File: src/rtl/qarctan_arbiter.sv
// Shares one qarctan demodulator core between two I/Q channels: round-robin issue,
// in-order tag queue steering each core result back to its originating channel.
module qarctan_arbiter #(
    parameter int DATA_WIDTH = 32,
    parameter int TAG_DEPTH  = 16
) (
    input  logic                           clock,
    input  logic                           reset,
    input  logic                           enable,
    input  logic                           ch0_I_empty,
    input  logic                           ch0_R_empty,
    input  logic [DATA_WIDTH-1:0]          ch0_I_dout,
    input  logic [DATA_WIDTH-1:0]          ch0_R_dout,
    output logic                           ch0_rd_en,
    input  logic                           ch1_I_empty,
    input  logic                           ch1_R_empty,
    input  logic [DATA_WIDTH-1:0]          ch1_I_dout,
    input  logic [DATA_WIDTH-1:0]          ch1_R_dout,
    output logic                           ch1_rd_en,
    input  logic                           core_I_full,
    input  logic                           core_R_full,
    output logic                           core_wr_en,
    output logic [DATA_WIDTH-1:0]          core_I_din,
    output logic [DATA_WIDTH-1:0]          core_R_din,
    input  logic                           core_out_empty,
    input  logic [DATA_WIDTH-1:0]          core_out_dout,
    output logic                           core_out_rd_en,
    input  logic                           ch0_out_full,
    input  logic                           ch1_out_full,
    output logic                           ch0_out_wr_en,
    output logic                           ch1_out_wr_en,
    output logic [DATA_WIDTH-1:0]          ch0_out_din,
    output logic [DATA_WIDTH-1:0]          ch1_out_din,
    output logic [$clog2(TAG_DEPTH):0]     inflight,
    output logic                           idle,
    output logic                           err_orphan
);

    localparam int PTR_W = $clog2(TAG_DEPTH);
    localparam int CNT_W = PTR_W + 1;
    localparam logic [CNT_W-1:0] DEPTH_C = CNT_W'(TAG_DEPTH);

    logic                  rr_q, rr_d;
    logic [TAG_DEPTH-1:0]  tag_q, tag_d;
    logic [PTR_W-1:0]      wr_ptr_q, wr_ptr_d, rd_ptr_q, rd_ptr_d;
    logic [CNT_W-1:0]      cnt_q, cnt_d;
    logic                  err_q, err_d;
    logic [DATA_WIDTH-1:0] ci_q, ci_d, cr_q, cr_d, o0_q, o0_d, o1_q, o1_d;

    logic elig0, elig1, grant, issue, ret, head, head_full;
    logic issue_o, ret_o;

    always_comb begin
        elig0     = enable & ~ch0_I_empty & ~ch0_R_empty;
        elig1     = enable & ~ch1_I_empty & ~ch1_R_empty;
        grant     = rr_q ? elig1 : ~elig0;
        issue     = (elig0 | elig1) & ~core_I_full & ~core_R_full & (cnt_q < DEPTH_C);
        head      = tag_q[rd_ptr_q];
        head_full = head ? ch1_out_full : ch0_out_full;
        ret       = ~core_out_empty & (cnt_q != '0) & ~head_full;

        // Outputs are masked while reset is held; the state path needs no masking
        // because every flop is held in reset anyway.
        issue_o   = issue & reset;
        ret_o     = ret & reset;

        rr_d     = rr_q;
        tag_d    = tag_q;
        wr_ptr_d = wr_ptr_q;
        rd_ptr_d = rd_ptr_q;
        cnt_d    = cnt_q;
        ci_d     = ci_q;
        cr_d     = cr_q;
        o0_d     = o0_q;
        o1_d     = o1_q;
        err_d    = err_q | (~core_out_empty & (cnt_q == '0));

        if (issue) begin
            rr_d            = ~grant;
            tag_d[wr_ptr_q] = grant;
            wr_ptr_d        = wr_ptr_q + PTR_W'(1);
            ci_d            = grant ? ch1_I_dout : ch0_I_dout;
            cr_d            = grant ? ch1_R_dout : ch0_R_dout;
        end
        if (ret) begin
            rd_ptr_d = rd_ptr_q + PTR_W'(1);
            if (head) o1_d = core_out_dout;
            else      o0_d = core_out_dout;
        end
        unique case ({issue, ret})
            2'b10:   cnt_d = cnt_q + CNT_W'(1);
            2'b01:   cnt_d = cnt_q - CNT_W'(1);
            default: cnt_d = cnt_q;
        endcase
    end

    always_comb begin
        ch0_rd_en      = issue_o & ~grant;
        ch1_rd_en      = issue_o & grant;
        core_wr_en     = issue_o;
        core_I_din     = issue_o ? ci_d : ci_q;
        core_R_din     = issue_o ? cr_d : cr_q;
        core_out_rd_en = ret_o;
        ch0_out_wr_en  = ret_o & ~head;
        ch1_out_wr_en  = ret_o & head;
        ch0_out_din    = (ret_o & ~head) ? o0_d : o0_q;
        ch1_out_din    = (ret_o & head) ? o1_d : o1_q;
        inflight       = cnt_q;
        idle           = (cnt_q == '0);
        err_orphan     = err_q;
    end

    always_ff @(posedge clock or negedge reset) begin
        if (!reset) begin
            rr_q     <= 1'b0;
            tag_q    <= '0;
            wr_ptr_q <= '0;
            rd_ptr_q <= '0;
            cnt_q    <= '0;
            err_q    <= 1'b0;
            ci_q     <= '0;
            cr_q     <= '0;
            o0_q     <= '0;
            o1_q     <= '0;
        end else begin
            rr_q     <= rr_d;
            tag_q    <= tag_d;
            wr_ptr_q <= wr_ptr_d;
            rd_ptr_q <= rd_ptr_d;
            cnt_q    <= cnt_d;
            err_q    <= err_d;
            ci_q     <= ci_d;
            cr_q     <= cr_d;
            o0_q     <= o0_d;
            o1_q     <= o1_d;
        end
    end

endmodule

File: config.mk
export PLATFORM = sky130hd
export DESIGN_NAME = qarctan_arbiter
export DESIGN_NICKNAME = d
export VERILOG_FILES = /design/src/rtl/qarctan_arbiter.sv
export SDC_FILE = /design/constraint.sdc
export NUM_CORES = 1
export LEC_CHECK = 0
export BUFFER_PORTS_ARGS = -buffer_cell sky130_fd_sc_hd__buf_2
export CAP_MARGIN = 30
export CORE_MARGIN = 4
export CORE_UTILIZATION = 50
export CTS_BUF_LIST = sky130_fd_sc_hd__clkbuf_8
export CTS_CLUSTER_SIZE = 25
export DETAILED_ROUTE_END_ITERATION = 10
export GPL_TIMING_DRIVEN = 0
export PLACE_DENSITY = 0.81
export SETUP_SLACK_MARGIN = 0.2
export SYNTH_ARGS = -nofsm -noshare
export SYNTH_HDL_FRONTEND = slang
export SYNTH_SLANG_ARGS = --single-unit
export TNS_END_PERCENT = 1
File: constraint.sdc
create_clock -name clock -period 4.26 [get_ports clock]
set_clock_uncertainty 0.05 [all_clocks]
set_input_delay 0.213 -clock clock [delete_from_list [all_inputs] [get_ports clock]]
set_output_delay 0.213 -clock clock [all_outputs]
set_load 0.005 [all_outputs]
==> impl_metrics.json <==
{
  "h-tree-depth": 4,
  "hp-class": "input pin to flip-flop",
  "outcome": "finished, final reports clean",
  "synthCells": 876,
  "gp_congestion": 0.8715,
  "grt_pass1_vias": 8272,
  "ios": 313,
  "postCtsSetupBuffers": 0,
  "crit_buf_inv": 5,
  "period_share_pct": 86.29,
  "cts_root_buf": "clkbuf_8",
  "max_freq_mhz": 272.0,
  "worstPathMaxFanout": 8,
  "cts.path.max_buffers": 2,
  "die-area_sq_mm": 0.01893,
  "start_util_pct": 50.80,
  "tightest_slew_ns": 0.7839,
  "leakagePower_nw": 6.130,
  "finalCriticalPeriod_ns": 3.676,
  "clk_pin_slew_ns": 0.10,
  "finalHoldViolCount": 0,
  "holdWs_ns": 0.02043,
  "avgSynthCellArea_sq_um": 9.583,
  "crit_chain": "buf_4 > mux4_2 > o211ai_2 > and3_1 > buf_4 > or2_1 > buf_2 > ha_1 > clkbuf_2 > xor2_1 > ha_1 > inv_1 > o21ai_0 > a21oi_1 > a211oi_1 > nor2_1 > xor2_1",
  "start_kind": "flip-flop",
  "die_y_microns": 137.6,
  "ys_top_cells_by_area": "dfrtp_1, mux2_1, nand2_1",
  "final_cell_area_sq_mm": 0.01160,
  "first_iter_violations": 435,
  "detail-route-antenna-nets": 0,
  "slew_violations": 0,
  "port_buffers": 312,
  "critical_path_class": "flip-flop to flip-flop",
  "area_delta_synth_final_pct": 38.14,
  "yosysMostFrequentCell": "nand2_1",
  "vias": 8148,
  "final.setup.tns_ns": 0,
  "rsz0062_at_grt": "no",
  "placedInstanceArea_sq_mm": 0.01027,
  "dp_hpwl_microns": 17890,
  "end_kind": "flip-flop",
  "cts_buffers": 17,
  "setup-violations-final": 0,
  "drc": 0,
  "slowest_delay_ns": 0.54,
  "synth_flop_cell": "dfrtp_1",
  "wire_per_inst_microns": 17.24,
  "drive_gt1_share_pct": 29.47,
  "yosys_warnings": 0,
  "syn_nets": 1056,
  "antenna_found_initial": 0,
  "yosys.area.top_type": "dfrtp_1",
  "antenna_cells": 0,
  "total_power_w": 0.007245,
  "cellPowerDensity_mw_per_mm2": 624.8,
  "maxCapViolCount": 0,
  "first_pass_iters": 5,
  "rows": 47,
  "yosysTopAreaCellShare_pct": 47.40,
  "cts_sinks": 159,
  "post_synth_instance_area_sq_mm": 0.008394,
  "ir_drop_mv": 0.4438,
  "grt_pass1_wl_microns": 40600,
  "ys_seq_area_share_pct": 47.40,
  "yosysUniqueCellTypes": 48,
  "final_nets": 1477,
  "grt_usage_pct": 27.35,
  "cp_top_family": "buffers and inverters",
  "worstPathRequired_ns": 4.55,
  "crit_slowest_cell": "mux4_2",
  "wirelength_microns": 26380,
  "async_flop_share_pct": 100.0,
  "fill_cells": 1204,
  "grt_max_degree": 102,
  "vias_per_cell": 5.325,
  "cp.arrival_ns": 3.97,
  "slew_headroom_pct": 47.74,
  "clkLatencyLatePin_ns": 0.46,
  "cts_tree": "done",
  "synth-edff-count": 0,
  "ys_ff_latch": 159,
  "coreArea_sq_mm": 0.01652,
  "die_x_microns": 137.6,
  "grt_overflow": 0,
  "synthTopCellsByCount": "nand2_1, dfrtp_1, o21ai_0",
  "final_util_pct": 70.17
}
==> final cells by class <==
| type | count | area, sq um | share of cell area [%] |
|---|---|---|---|
| plain buffers | 61 | 274.0 | 2.363 |
| clock buffers | 17 | 234.0 | 2.018 |
| clock inverters | 15 | 201.4 | 1.737 |
| inverters | 8 | 30.03 | 0.2590 |
| multi-input cells | 648 | 4113 | 35.47 |
| flip-flops and latches | 159 | 3979 | 34.31 |
| well taps | 220 | 275.3 | 2.374 |
| repair buffers | 402 | 2490 | 21.47 |
==> path summary, 6_finish.rpt <==
kind                           startpoint          end  slack, ns  cells after the start
setup / recovery              rd_ptr_q[0]  inflight[4]       0.58                     17
hold / removal             ch0_I_dout[11]     ci_q[11]       0.02                      3
setup reg to reg              rd_ptr_q[0]  inflight[4]       0.58                     17
hold reg to reg                   o0_q[5]      o0_q[5]       0.43                      2
max in group asynchronous           reset     o1_q[14]       3.02                      3
min in group asynchronous           reset      o0_q[9]       0.34                      2
==> worst min-delay path, stage by stage <==
cell	delay [ns]
buf_2	0.09
mux2i_1	0.07
o21ai_0	0.14
==> report_power, final <==
part | switching (W) | internal, W | leakage [nW]
combinational | 0.00177 | 0.00161 | 3.93
sequential | 0.000422 | 0.00220 | 1.98
clock | 0.000635 | 0.000602 | 0.220
==> layout by cell type, fill, tap and decap left out, types with 3 or more instances in the layout <==
cell and instances:
nor3_1 3, xor2_1 6, o21ai_0 147, ha_1 8, nor2_1 9, xnor2_1 6, clkbuf_1 43, dfrtp_1 159
a21oi_1 3, nand3_1 14, mux2i_1 68, bufinv_16 3, inv_1 6, inv_8 3, inv_6 4, dlygate4sd3_1 89
nor2b_1 4, mux2_1 87, buf_2 322, buf_6 3, mux2_2 10, nand4_1 5, clkbuf_8 17, nand2_1 248
==> metal layers <==
metal | up-vias | part of all wire (%) | track usage, %
met5 | - | 0 | 0
met1 | 3885 | 38 | 31.44
met4 | 0 | 4.2 | 13.41
li1 | 3827 | - | -
met2 | 360 | 50 | 48.21
met3 | 76 | 7.7 | 5.734
==> sequential cells by signal (all words and copies together) (netlist names) <==
signal and flops:
ci_q 32, cr_q 32, o0_q 32, o1_q 32
tag_q 16, inflight 5, rd_ptr_q 4, wr_ptr_q 4
err_orphan 1, rr_q 1
==> per-stage QoR <==
stage          setup slack, ns  std cells
3_5_place_dp            0.4862       1409
6_report                0.5839       1530
4_1_cts                 0.4540       1530
5_1_grt                 0.2536       1530
3_3_place_gp           -0.7309       1408
2_1_floorplan           0.8317        876
==> cell families after synthesis <==
group,after synthesis,share of synthesized area [%]
buf+inv,69,3.607
flops,159,47.40
mux,168,21.84
simple gates,294,14.22
compound gates,166,10.49
xor+xnor,12,1.252
fa+ha+maj,8,1.192
==> timing repair <==
item / in CTS / in global routing
endpoints found under the setup margin: 0 / 1
hold buffers: 89 / 0
gates resized for setup: 0 / 2
hold endpoints to repair: 193 / 0
Note: power is estimated with default switching activity, not from simulation.
